## src/rtl/audio_dac_serializer.sv

```systemverilog
// Stereo I2S transmitter for the WM8731 DAC path.
// Left/right sample pairs arrive through a valid/ready handshake into a small FIFO.
// They are shifted out MSB-first on AUD_DACDAT, following the codec-mastered AUD_BCLK and
// AUD_DACLRCK. Both codec clocks are sampled as data on CLOCK_50.
//
// Ports:
//   CLOCK_50        system clock (only clock)
//   RESET           asynchronous, active-high reset
//   sample_left     left sample, two's complement
//   sample_right    right sample, two's complement
//   sample_valid    pair present on sample_left/sample_right
//   sample_ready    FIFO not full (combinational)
//   AUD_BCLK        codec bit clock (asynchronous input)
//   AUD_DACLRCK     codec frame clock: low = left, high = right
//   AUD_DACDAT      registered serial data to the codec
//   fifo_level      current FIFO occupancy in stereo pairs
//   underrun_count  saturating count of frames sent with an empty FIFO
module audio_dac_serializer #(
    parameter int unsigned DATA_WIDTH = 16,
    parameter int unsigned FIFO_DEPTH = 4
) (
    input  logic                          CLOCK_50,
    input  logic                          RESET,
    input  logic [DATA_WIDTH-1:0]         sample_left,
    input  logic [DATA_WIDTH-1:0]         sample_right,
    input  logic                          sample_valid,
    output logic                          sample_ready,
    input  logic                          AUD_BCLK,
    input  logic                          AUD_DACLRCK,
    output logic                          AUD_DACDAT,
    output logic [$clog2(FIFO_DEPTH):0]   fifo_level,
    output logic [7:0]                    underrun_count
);

    localparam int unsigned AW = $clog2(FIFO_DEPTH);
    localparam int unsigned CW = (DATA_WIDTH > 1) ? $clog2(DATA_WIDTH) : 1;
    localparam logic [AW:0] FullLevel = (AW + 1)'(FIFO_DEPTH);

    typedef enum logic [1:0] {StIdle, StArm, StShift, StPad} state_e;

    // ---------------- codec clock synchronizers ----------------
    logic bclk_meta_q, bclk_sync_q, bclk_prev_q;
    logic lr_meta_q, lr_sync_q, lr_prev_q;
    logic bclk_fall, lr_fall, lr_rise;

    always_ff @(posedge CLOCK_50 or posedge RESET) begin
        if (RESET) begin
            bclk_meta_q <= 1'b0;
            bclk_sync_q <= 1'b0;
            bclk_prev_q <= 1'b0;
            lr_meta_q   <= 1'b0;
            lr_sync_q   <= 1'b0;
            lr_prev_q   <= 1'b0;
        end else begin
            bclk_meta_q <= AUD_BCLK;
            bclk_sync_q <= bclk_meta_q;
            bclk_prev_q <= bclk_sync_q;
            lr_meta_q   <= AUD_DACLRCK;
            lr_sync_q   <= lr_meta_q;
            lr_prev_q   <= lr_sync_q;
        end
    end

    assign bclk_fall = ~bclk_sync_q & bclk_prev_q;
    assign lr_fall   = ~lr_sync_q & lr_prev_q;
    assign lr_rise   = lr_sync_q & ~lr_prev_q;

    // ---------------- sample FIFO, entries are {left, right} ----------------
    logic [2*DATA_WIDTH-1:0] mem_q [FIFO_DEPTH];
    logic [AW-1:0]           wr_ptr_q, rd_ptr_q;
    logic [AW:0]             level_q;
    logic                    full, empty, push, pop;
    logic [2*DATA_WIDTH-1:0] rd_data;

    assign full         = (level_q == FullLevel);
    assign empty        = (level_q == '0);
    assign sample_ready = ~full;
    assign push         = sample_valid & ~full;
    assign pop          = lr_fall & ~empty;
    assign rd_data      = mem_q[rd_ptr_q];

    always_ff @(posedge CLOCK_50) begin
        if (push) begin
            mem_q[wr_ptr_q] <= {sample_left, sample_right};
        end
    end

    always_ff @(posedge CLOCK_50 or posedge RESET) begin
        if (RESET) begin
            wr_ptr_q <= '0;
            rd_ptr_q <= '0;
            level_q  <= '0;
        end else begin
            if (push) wr_ptr_q <= wr_ptr_q + AW'(1);
            if (pop)  rd_ptr_q <= rd_ptr_q + AW'(1);
            case ({push, pop})
                2'b10:   level_q <= level_q + (AW + 1)'(1);
                2'b01:   level_q <= level_q - (AW + 1)'(1);
                default: level_q <= level_q;
            endcase
        end
    end

    // ---------------- frame / bit sequencer ----------------
    state_e                state_q, state_d;
    logic [DATA_WIDTH-1:0] sh_q, sh_d;
    logic [DATA_WIDTH-1:0] rhold_q, rhold_d;
    logic [CW-1:0]         bitcnt_q, bitcnt_d;
    logic                  dac_q, dac_d;
    logic [7:0]            underrun_q, underrun_d;

    always_ff @(posedge CLOCK_50 or posedge RESET) begin
        if (RESET) begin
            state_q    <= StIdle;
            sh_q       <= '0;
            rhold_q    <= '0;
            bitcnt_q   <= '0;
            dac_q      <= 1'b0;
            underrun_q <= '0;
        end else begin
            state_q    <= state_d;
            sh_q       <= sh_d;
            rhold_q    <= rhold_d;
            bitcnt_q   <= bitcnt_d;
            dac_q      <= dac_d;
            underrun_q <= underrun_d;
        end
    end

    always_comb begin
        state_d    = state_q;
        sh_d       = sh_q;
        rhold_d    = rhold_q;
        bitcnt_d   = bitcnt_q;
        dac_d      = dac_q;
        underrun_d = underrun_q;

        // LR edges take priority: a coincident BCLK fall is the I2S delay slot.
        if (lr_fall) begin
            state_d = StArm;
            dac_d   = 1'b0;
            if (!empty) begin
                sh_d    = rd_data[2*DATA_WIDTH-1:DATA_WIDTH];
                rhold_d = rd_data[DATA_WIDTH-1:0];
            end else begin
                sh_d    = '0;
                rhold_d = '0;
                if (underrun_q != 8'hFF) underrun_d = underrun_q + 8'd1;
            end
        end else if (lr_rise && state_q != StIdle) begin
            // Idle ignores rises so a word is never started mid-frame.
            state_d = StArm;
            dac_d   = 1'b0;
            sh_d    = rhold_q;
        end else if (bclk_fall) begin
            case (state_q)
                StArm: begin
                    dac_d    = sh_q[DATA_WIDTH-1];
                    sh_d     = sh_q << 1;
                    bitcnt_d = CW'(DATA_WIDTH - 1);
                    state_d  = StShift;
                end
                StShift: begin
                    if (bitcnt_q == '0) begin
                        dac_d   = 1'b0;
                        state_d = StPad;
                    end else begin
                        dac_d    = sh_q[DATA_WIDTH-1];
                        sh_d     = sh_q << 1;
                        bitcnt_d = bitcnt_q - CW'(1);
                    end
                end
                default: begin
                    dac_d = 1'b0;
                end
            endcase
        end
    end

    assign AUD_DACDAT     = dac_q;
    assign fifo_level     = level_q;
    assign underrun_count = underrun_q;

endmodule

```

## config.mk

```make
export PLATFORM = sky130hd
export DESIGN_NAME = audio_dac_serializer
export DESIGN_NICKNAME = d
export VERILOG_FILES = /design/src/rtl/audio_dac_serializer.sv
export SDC_FILE = /design/constraint.sdc
export NUM_CORES = 1
export LEC_CHECK = 0
export BUFFER_PORTS_ARGS = -buffer_cell sky130_fd_sc_hd__buf_2
export CAP_MARGIN = 20
export CORE_UTILIZATION = 51
export DETAILED_ROUTE_END_ITERATION = 10
export MAX_ROUTING_LAYER = met4
export PLACE_DENSITY_LB_ADDON = 0.12
export SLEW_MARGIN = 5
export SYNTH_ARGS = -nofsm -noshare
export SYNTH_HDL_FRONTEND = slang
export SYNTH_SLANG_ARGS = --single-unit
```

## constraint.sdc

```tcl
create_clock -name CLOCK_50 -period 4.45 [get_ports CLOCK_50]
set_clock_uncertainty 0.1 [all_clocks]
set_input_delay 0.89 -clock CLOCK_50 [delete_from_list [all_inputs] [get_ports CLOCK_50]]
set_output_delay 0.89 -clock CLOCK_50 [all_outputs]
set_load 0.1 [all_outputs]
```

==> run summary <==
Final Hold Vio Count: 0
Final Power: 0.00552 W
Top FF cell, synth: edfxtp_1
Worst Setup End Kind: primary output
EDFF count, synth: 128
Final period utilization: 57.8%
CTS tree: yes
Die Y: 124 um
Arr. time, crit path: 1.58 ns
CTS resizes: 0
Synth Net Count: 486
Worst-skew pair later-pin latency: 0.44 ns
First-pass GRT wire length: 21.9 mm
Fin Setup TNS: 0 ns
Unrepaired setup endpoints after global routing: no
Port Buffers: 49
Kind of critical path: flop to primary output
N_diodes: 0
CP Max Fanout: 6
Largest cells by area after synthesis: edfxtp_1, dfrtp_1, mux4_2
DRT Pass-1 Iters: 6
Clock sinks: 188
Layout area overhead: 12.6%
Hold buffers post-CTS: 0
Async set-reset flop share out of synthesis: 31.9%
Critical R2R Capture: fifo_level[2]$_DFFE_PP0P_
Worst R2R Path Depth: 9
Initial antenna violation count: 0
Die X-Extent: 124 um
Worst Hold Launch: bclk_meta_q$_DFF_PP0_
Routability cong.: 0.786
VDD IR max: 360 uV
Max-Cap Viols: 0
Cts bufs inserted: 17
Total grt overflow: 0
Initial Util: 52.1%
Total track usage: 20.7%
Final Setup Violations: 0
Wirelength per Cell: 19.8 um
R2R Setup Slk: 2.02 ns
CTS root buffer: clkbuf_16
Drt initial violations: 295
M3 GR Usage: 5.45%
HPWL Detailed: 8.26 mm
Worst R2R Start: lr_sync_q$_DFF_PP0_
Final Net Count: 540
Via/cell ratio: 5.79
Hold path cells: 0
Pwr dens: 650 mW/mm^2
Post-Route WL: 13.6 mm
Final min period: 2.57 ns
GR Layer Usage met2: 32.4%
Placed cells: 657
Syn Area/Cell: 17.2 sq um
Hold Path End: bclk_sync_q$_DFF_PP0_
FF+latch count, synth: 188
Clock slew at reported path FFs: 0.07 ns
Critical Path RT: 3.46 ns
Leakage power: 3.13 nW
Crit path launch type: flop
Slew Limit Fails: 0
Global routing's busiest layer: met2
Vias in the first global route: 4119
Yosys warnings: 0
Synth top cells by count: edfxtp_1, dfrtp_1, mux4_2
H-tree depth: 4
Slew headroom: 39.9%
Vias post-DR: 3991
Core area: 0.0145 sq mm
I/O pin total: 50
Maximum clock frequency: 0.389 GHz
Most frequent cell after synthesis: edfxtp_1
Layout cells sized above 1: 26.3%
Synthesized area: 0.00755 sq mm
Postcts setup bufs: 0
Synth area leader: edfxtp_1
Synth top area share: 50.9%
Worst Tran Pin Value: 0.902 ns
Core Rows: 44
Largest net degree at the start of global routing: 38
Max clock buf depth: 2
Status: finished clean
Met1 GRT Util: 25.9%
Post-route DRC: 0
Sequential share of the synthesized area: 70.8%
Hold Path Class: flop to flop
Non-Filler Instances: 689
Post-Syn Instances: 438
Unique cell type count in the Yosys netlist: 45
Die area: 0.0153 sq mm
Antenna-violating nets left: 0
## logic make-up after synthesis
kind of cell	after synthesis	share of synthesized area [%]
flops	188	70.8
buf+inv	35	2.54
xor+xnor	13	1.51
fa+ha+maj	11	1.92
simple gates	78	5.50
mux	34	9.85
compound gates	79	7.86
## where the power goes
group          switching, W  total (W)  leakage, nW  internal [W]
sequential         0.000358    0.00269         1.89       0.00234
combinational      0.000816    0.00143        0.980      0.000615
clock              0.000672    0.00140        0.264      0.000723
total               0.00185    0.00552         3.13       0.00368
## critical path, cell delays in order, from the launching register on
cell     delay (ns)
dfrtp_1        0.40
inv_1          0.09
nand3_1        0.18
buf_2          0.47
## worst max path at each step
stage / startpoint / end / slack [ns] / depth (start not counted)
final: fifo_level[0]$_DFFE_PP0P_ / sample_ready / 1.88 / 3
after global routing: lr_sync_q$_DFF_PP0_ / fifo_level[2]$_DFFE_PP0P_ / 1.78 / 9
after CTS: fifo_level[0]$_DFFE_PP0P_ / sample_ready / 1.86 / 3
after detailed placement: lr_sync_q$_DFF_PP0_ / fifo_level[2]$_DFFE_PP0P_ / 1.99 / 9
after global placement: lr_sync_q$_DFF_PP0_ / fifo_level[2]$_DFFE_PP0P_ / 2.05 / 9
after floorplan: fifo_level[2]$_DFFE_PP0P_ / fifo_level[2]$_DFFE_PP0P_ / 0.76 / 8
## sequential cells by signal, summed over array words and instances, names as in the netlist, 2 cells and up
signal,cells
rd_ptr_q,2
sh_q,16
rhold_q,16
fifo_level,3
wr_ptr_q,2
bitcnt_q,4
underrun_count,8
mem_q,128
state_q,2
## layer usage
layer / vias up / part of all wire (%)
li1: 1827 / -
met1: 2064 / 45
met2: 84 / 49
met3: 16 / 3.8
met4: 0 / 2.0
met5: - / 0
## layout make-up
class | count | area [sq um]
clock buffers | 17 | 425
clock inverters | 15 | 115
fillers | 1080 | 5980
inverters | 11 | 41.3
multi-input cells | 215 | 2010
flip-flops and latches | 188 | 5350
well taps | 184 | 230
repair buffers | 59 | 328
## metrics by stage
stage               worst slack (ns)  cell area [sq um]  util [%]  hold WS (ns)
detailed placement              1.99               7960      55.0         0.238
global placement                2.05               7940      54.9         0.246
floorplan                      0.765               7550         -         0.231
CTS                             1.86               8500      58.7         0.263
finish                          1.88               8500      58.7         0.262
global route                    1.78               8500      58.7         0.274
## cells in the final DEF, fill, tap and decap left out, types with 2 or more instances in the layout
master      synthesis  final
clkinv_1            0      2
edfxtp_1          128    128
inv_2               1      2
nand2_1            24     24
xor2_1              4      4
nor2_1             20     20
a32o_1             15     15
dfrtp_2             0      2
inv_6               0      2
nand3b_1            2      2
ha_1               10     10
inv_1              10      9
clkbuf_16           0     17
and3_1              6      6
buf_4               6      9
clkinv_4            0      3
mux4_2             32     32
or3b_1              2      2
and2_1              5      5
nand2b_1            2      2
xnor2_1             9      9
clkinvlp_4          0      2
dfrtp_1            60     58
nor3_1              2      2
nand4_1             4      4
inv_8               0      3
a31oi_1            15     15
buf_2              12     49
a22o_1             17     17
mux2_2              2      2
clkinv_2            0      3
nand3_1             3      3
a21oi_1            23     23
No activity file was read; power rests on OpenSTA's default activity.
